`src/rtl/params_pkg.sv`:
```
// Shared parameters and types for the pipeline front end.
package params_pkg;

  // Width of PCs and instruction-memory addresses.
  localparam int ADDR_WIDTH = 16;

  // First address fetched after reset.
  localparam logic [ADDR_WIDTH-1:0] RESET_PC = '0;

  // One instruction word as returned by instruction memory.
  typedef logic [31:0] instruction_t;

  // Fetch controller states: ready to issue a read, or waiting for its data.
  typedef enum logic {
    REQ,
    WAIT
  } fetch_state_e;

  // Sequential successor of a PC; wraps naturally at the address width.
  function automatic logic [ADDR_WIDTH-1:0] next_pc(input logic [ADDR_WIDTH-1:0] pc);
    return pc + ADDR_WIDTH'(4);
  endfunction

endpackage

```
`src/rtl/fetch_stage.sv`:
```
// Instruction-fetch stage: owns the fetch PC, keeps at most one
// instruction-memory read in flight, and hands returned instructions to
// decode through a single output register. A redirect from execute kills
// the held instruction and squashes any read still in flight.
module fetch_stage
  import params_pkg::*;
(
  input  logic                  clk_i,
  input  logic                  rst_i,
  input  logic                  mem_stall_i,
  input  logic                  redirect_i,
  input  logic [ADDR_WIDTH-1:0] redirect_pc_i,
  output logic                  imem_req_o,
  output logic [ADDR_WIDTH-1:0] imem_addr_o,
  input  logic                  imem_rvalid_i,
  input  instruction_t          imem_rdata_i,
  output logic                  valid_o,
  output logic [ADDR_WIDTH-1:0] pc_o,
  output instruction_t          instruction_o
);

  fetch_state_e          state_q, state_d;
  logic [ADDR_WIDTH-1:0] fetch_pc_q, fetch_pc_d;
  logic                  squash_q, squash_d;
  logic                  valid_q, valid_d;
  logic [ADDR_WIDTH-1:0] pc_q, pc_d;
  instruction_t          instr_q, instr_d;

  logic                  issue_req;
  logic                  load;
  logic                  slot_free;
  logic                  consume;

  // Decode takes the held instruction when it is valid and not stalled;
  // the output slot can accept new data if it is empty or being consumed.
  assign consume   = valid_q & ~mem_stall_i;
  assign slot_free = ~valid_q | ~mem_stall_i;

  // Next-state logic for the fetch controller and the decode-facing register.
  always_comb begin
    state_d    = state_q;
    fetch_pc_d = fetch_pc_q;
    squash_d   = squash_q;
    valid_d    = valid_q;
    pc_d       = pc_q;
    instr_d    = instr_q;
    issue_req  = 1'b0;
    load       = 1'b0;

    case (state_q)
      REQ: begin
        if (redirect_i) begin
          fetch_pc_d = redirect_pc_i;
        end else if (slot_free) begin
          issue_req = 1'b1;
          state_d   = WAIT;
        end
      end
      WAIT: begin
        if (imem_rvalid_i) begin
          state_d = REQ;
          if (squash_q || redirect_i) begin
            squash_d = 1'b0;
            if (redirect_i) begin
              fetch_pc_d = redirect_pc_i;
            end
          end else begin
            load       = 1'b1;
            pc_d       = fetch_pc_q;
            instr_d    = imem_rdata_i;
            fetch_pc_d = next_pc(fetch_pc_q);
          end
        end else if (redirect_i) begin
          squash_d   = 1'b1;
          fetch_pc_d = redirect_pc_i;
        end
      end
      default: begin
        state_d = REQ;
      end
    endcase

    if (redirect_i) begin
      valid_d = 1'b0;
    end else if (load) begin
      valid_d = 1'b1;
    end else if (consume) begin
      valid_d = 1'b0;
    end
  end

  // State and output registers; reset clears everything at once.
  always_ff @(posedge clk_i or posedge rst_i) begin
    if (rst_i) begin
      state_q    <= REQ;
      fetch_pc_q <= RESET_PC;
      squash_q   <= 1'b0;
      valid_q    <= 1'b0;
      pc_q       <= '0;
      instr_q    <= '0;
    end else begin
      state_q    <= state_d;
      fetch_pc_q <= fetch_pc_d;
      squash_q   <= squash_d;
      valid_q    <= valid_d;
      pc_q       <= pc_d;
      instr_q    <= instr_d;
    end
  end

  // The request is combinational from the REQ state; it is masked while
  // reset is held so no read leaves the stage during reset.
  assign imem_req_o    = issue_req & ~rst_i;
  assign imem_addr_o   = fetch_pc_q;
  assign valid_o       = valid_q;
  assign pc_o          = pc_q;
  assign instruction_o = instr_q;

endmodule

```
`config.mk`:
```
export PLATFORM = sky130hd
export DESIGN_NAME = fetch_stage
export DESIGN_NICKNAME = d
export VERILOG_FILES = /design/src/rtl/params_pkg.sv /design/src/rtl/fetch_stage.sv
export SDC_FILE = /design/constraint.sdc
export NUM_CORES = 1
export LEC_CHECK = 0
export CAP_MARGIN = 0
export CORE_MARGIN = 2
export CORE_UTILIZATION = 25
export CTS_BUF_LIST = sky130_fd_sc_hd__clkbuf_4 sky130_fd_sc_hd__clkbuf_8 sky130_fd_sc_hd__clkbuf_16
export DETAILED_ROUTE_END_ITERATION = 10
export GPL_TIMING_DRIVEN = 0
export PLACE_DENSITY = 0.6
export REMOVE_ABC_BUFFERS = 1
export SLEW_MARGIN = 10
export SYNTH_ARGS = -nofsm -noshare
export SYNTH_HDL_FRONTEND = slang
export SYNTH_SLANG_ARGS = --single-unit
```
`constraint.sdc`:
```
create_clock -name clk_i -period 3.6 [get_ports clk_i]
set_clock_uncertainty 0.1 [all_clocks]
set_input_delay 0.72 -clock clk_i [delete_from_list [all_inputs] [get_ports clk_i]]
set_output_delay 0.72 -clock clk_i [all_outputs]
set_load 0.05 [all_outputs]
```
**Word-level counts from Yosys, hierarchy flattened**

Cells that the tools add are included.

- Bits in latches: 0
- Memories kept: 0
- Bits in read-only memories: 0
- Register bits after elaboration: 67
- Word-level logic and storage cells: 39
- Input bits: 53
- Output and inout port bits: 66
- RAM bits: 0

- Shifts and indexed selects: 0
- $lt $le $gt $ge: 0
- Bitwise operators: 8
- Add/sub/neg operators: 1
- Multiplexer cells: 18
- Multiply operators: 0
- Reductions and logical operators: 5
- Equality and inequality tests: 1
- Div/mod/pow operators: 0

Operator list:

| operator | number |
|---|---|
| $mux W16 | 3 |
| $pmux W16 S2 | 1 |
| $add A16 B3 Y16 const B | 1 |
| $mux W1 | 13 |
| $reduce_and A3 Y1 | 2 |
| $not A1 Y1 | 5 |
| $reduce_bool A3 Y1 | 1 |
| $and A1 B1 Y1 | 2 |
| $ne A2 B1 Y1 const B | 1 |
| $pmux W1 S2 | 1 |
| $reduce_bool A2 Y1 | 1 |
| $logic_or A1 B1 Y1 | 1 |
| $or A1 B1 Y1 | 1 |

**Depth between registers and ports, before layout**

- Depth after elaboration: 6
- Mapped depth: 5
- Depth with buffers taken out: 5

**Least setup slack after synthesis**

No wires, ideal clock.

- Path kind: input -> output
- From: input redirect_i
- To: output imem_req_o
- Required time: 2.780 ns
- Stages on the path: 3
- Path buffers: 1
- Arrival time: 2.064 ns
- Path slack: 0.716 ns
- Cells stage by stage: buf_2 -> nand2b_1 -> nor3_1

- Word-level cells in the longest chain between the ends: 3

RTL lines:

| item | RTL line | source |
|---|---|---|
| start, declared | fetch_stage.sv:11 | `input logic redirect_i,` |
| $mux W1 | fetch_stage.sv:52 | `if (redirect_i) begin` |
| $mux W1 | fetch_stage.sv:50 | `case (state_q)` |
| $and A1 B1 Y1 | fetch_stage.sv:113 | `assign imem_req_o = issue_req & ~rst_i;` |
| end, declared | fetch_stage.sv:13 | `output logic imem_req_o,` |

No other way between the ends.

**Worst setup path in the final report**

Same ends and word-level chain as after synthesis.

==> out/qor.yml <==
timing:
  finalMaxSlewViolations: 0
  finalSetupViolations: 0
  holdWs_ps: 380
  fmax_ghz: 0.300
  rsz0062_at_grt: "false"
  fin_setup_tns_ps: 0
  slew_headroom: 0.500
  period_needed_ps: 3340
  min_period_over_period: 0.927
  worst_slew_pin_slew_ps: 748
  hold_viol: 0
grt:
  first_global_vias: 2062
  overflow: 0
  antenna_found_initial: 0
  grt_max_degree: 40
  grt_pass1_wl_um: 10400
  grt_usage: 0.115
yosys:
  ys_warn_count: 0
  seq_area_frac_synth: 0.593
  synthCells: 207
  yosysTopAreaCell: "dfrtp_1"
  syn_area_sq_um: 2830
  syn_avg_cell_area_sq_um: 13.7
  synth.distinct_cells: 30
  synth_area_leaders: "dfrtp_1 (59%), mux2_2 (16%), mux2_1 (3.6%)"
  synth-seq-cells: 67
  yosysTopAreaCellShare: 0.593
clock_tree:
  htreeDepth: 3
  hold_buffers: 0
  cts_root_buf: "clkbuf_16"
  cts-buffers-inserted: 9
  clk_pin_slew_ps: 50
  clk_latency_ps: 320
  clockBufferDepth: 2
  cts_tree: "built"
  post_cts_buffers: 0
  post_cts_resized: 3
  clkSinkCount: 67
setup_path:
  cp.required_ps: 2780
  cpPeakStageDelay_ps: 840
  worstPathMaxFanout: 36
  cp_top_family: "buffers and inverters"
  critPathCaptureType: "output port"
  critPathBufInv: 2
  worst_path_max_delay_cell: "clkdlybuf4s50_1"
  crit_arrival_ps: 2520
  critPathKind: "in -> out"
  path_cells: "clkdlybuf4s15_2, nand2b_1, nor3_1, clkdlybuf4s50_1"
  critPathLaunchType: "input pin"
detailed_routing:
  drc_errors: 0
  routedWlPerCell_um: 14.5
  first_pass_iters: 4
  avgViaCountPerCell: 4.39
  drt-initial-drc-count: 53
  vias: 2072
  ant_nets: 0
  wirelength_um: 6840
pwr:
  switchingPower_uw: 1490
  internal-power_uw: 2120
  leakage_uw: 0.00179
  irDropWorstVdd_mv: 0.307
  p_per_area_nw_per_um2: 810
  comb_power_share: 0.459
  pwr-share-clk: 0.230
  pwr-share-seq: 0.311
  switching_share: 0.413
cells_and_area:
  n_fill_cell: 1069
  nets: 382
  antenna_cells: 0
  drive_above_1_share: 0.208
  syn2layout_area_growth_pct: 57.5
  final_cells: 472
  final_cell_mix: "clkdlybuf4s50_1 (117), dfrtp_1 (67), mux2_2 (41)"
  final_common_cell: "clkdlybuf4s50_1"
  multi_input_area_sq_um: 1070
  regArea_sq_um: 1680
job:
  cap_violations: 0
floorplan:
  dieArea_sq_um: 12200
  row_count: 38
  io-pin-count: 119
  die_width_um: 110
  start_util: 0.258
  coreArea_sq_um: 10900
  die_h_um: 110
placed_design:
  dp_hpwl_um: 4800
  port_buffers: 118
  place_congestion: 0.672
  dp_cells: 457
worst_hold_path:
  min_path_type: "reg -> reg"
status:
  status: "completed"
## metrics by stage
| step | utilization | area [sq um] | power, uW | worst slack [ps] |
|---|---|---|---|---|
| floorplan | - | 2760 | 2190 | -264 |
| global placement | 0.376 | 4120 | 2780 | -2490 |
| detailed placement | 0.381 | 4170 | 2810 | -464 |
| CTS | 0.407 | 4450 | 3660 | 242 |
| global route | 0.407 | 4450 | 3780 | 137 |
| finish | 0.407 | 4450 | 3600 | 262 |
## synth_stat cells
library cell,count
clkbuf_1,3
xnor2_1,10
dfrtp_1,67
nor4_1,1
nand2_1,16
nor2b_1,1
inv_1,5
nand2b_1,1
a221o_1,1
nand3_1,5
ha_1,1
xor2_1,1
buf_4,1
a21oi_1,3
nor2_1,4
nor3_1,4
mux2i_1,3
o21ai_0,7
mux2_1,9
o21ai_1,6
nand4_1,1
buf_2,3
nand4_2,1
mux2_2,41
nand3b_1,1
nand4b_2,1
buf_6,3
nor4_2,5
nor3b_1,1
nor4_4,1
## registers in the layout (all words and copies together) (netlist names)
register,cells
imem_addr_o,16
squash_q,1
state_q,1
valid_o,1
pc_o,16
instruction_o,32
## routing by layer
layer  track usage  vias up  wire length [um]
li1              -      968                 -
met1         0.146     1018              3090
met2         0.174       78              3100
met3        0.0400        8               568
met4        0.0589        0                89
met5             0        -                 0
## power groups by stage
stage	sequential, uW	combinational (uW)	clock (uW)
after floorplan	1940	252	0
after global placement	1120	1660	0
after detailed placement	1130	1670	0
after CTS	1120	1670	860
after global routing	1160	1730	892
final	1120	1660	828
## cell families (layout without fill, tap and decap cells)
kind of cell / count (synthesis) / count (layout) / share of synthesized area
compound gates: 17 / 17 / 0.0319
xor+xnor: 11 / 11 / 0.0341
fa+ha+maj: 1 / 1 / 0.00443
buf+inv: 15 / 140 / 0.0305
flops: 67 / 67 / 0.593
mux: 53 / 53 / 0.210
simple gates: 43 / 43 / 0.0961
## cell type report
| class | instances | area share |
|---|---|---|
| sequential | 67 | 0.377 |
| tap | 140 | 0.0394 |
| inverter | 5 | 0.00478 |
| timing repair buffer | 120 | 0.275 |
| clock inverter | 2 | 0.00225 |
| clock buffer | 13 | 0.0616 |
| multi-input combinational | 125 | 0.241 |
## path summary, 6_finish.rpt
| check | from | cells after the start | to | slack [ps] |
|---|---|---|---|---|
| min in group asynchronous | rst_i | 2 | pc_o[3] | 660 |
| min reg2reg | instruction_o[0] | 1 | instruction_o[0] | 380 |
| max | redirect_i | 4 | imem_req_o | 260 |
| max in group asynchronous | rst_i | 3 | instruction_o[4] | 2200 |
| max reg2reg | state_q | 4 | instruction_o[23] | 980 |
| min | instruction_o[0] | 1 | instruction_o[0] | 380 |
No activity file was read; power rests on OpenSTA's default activity.
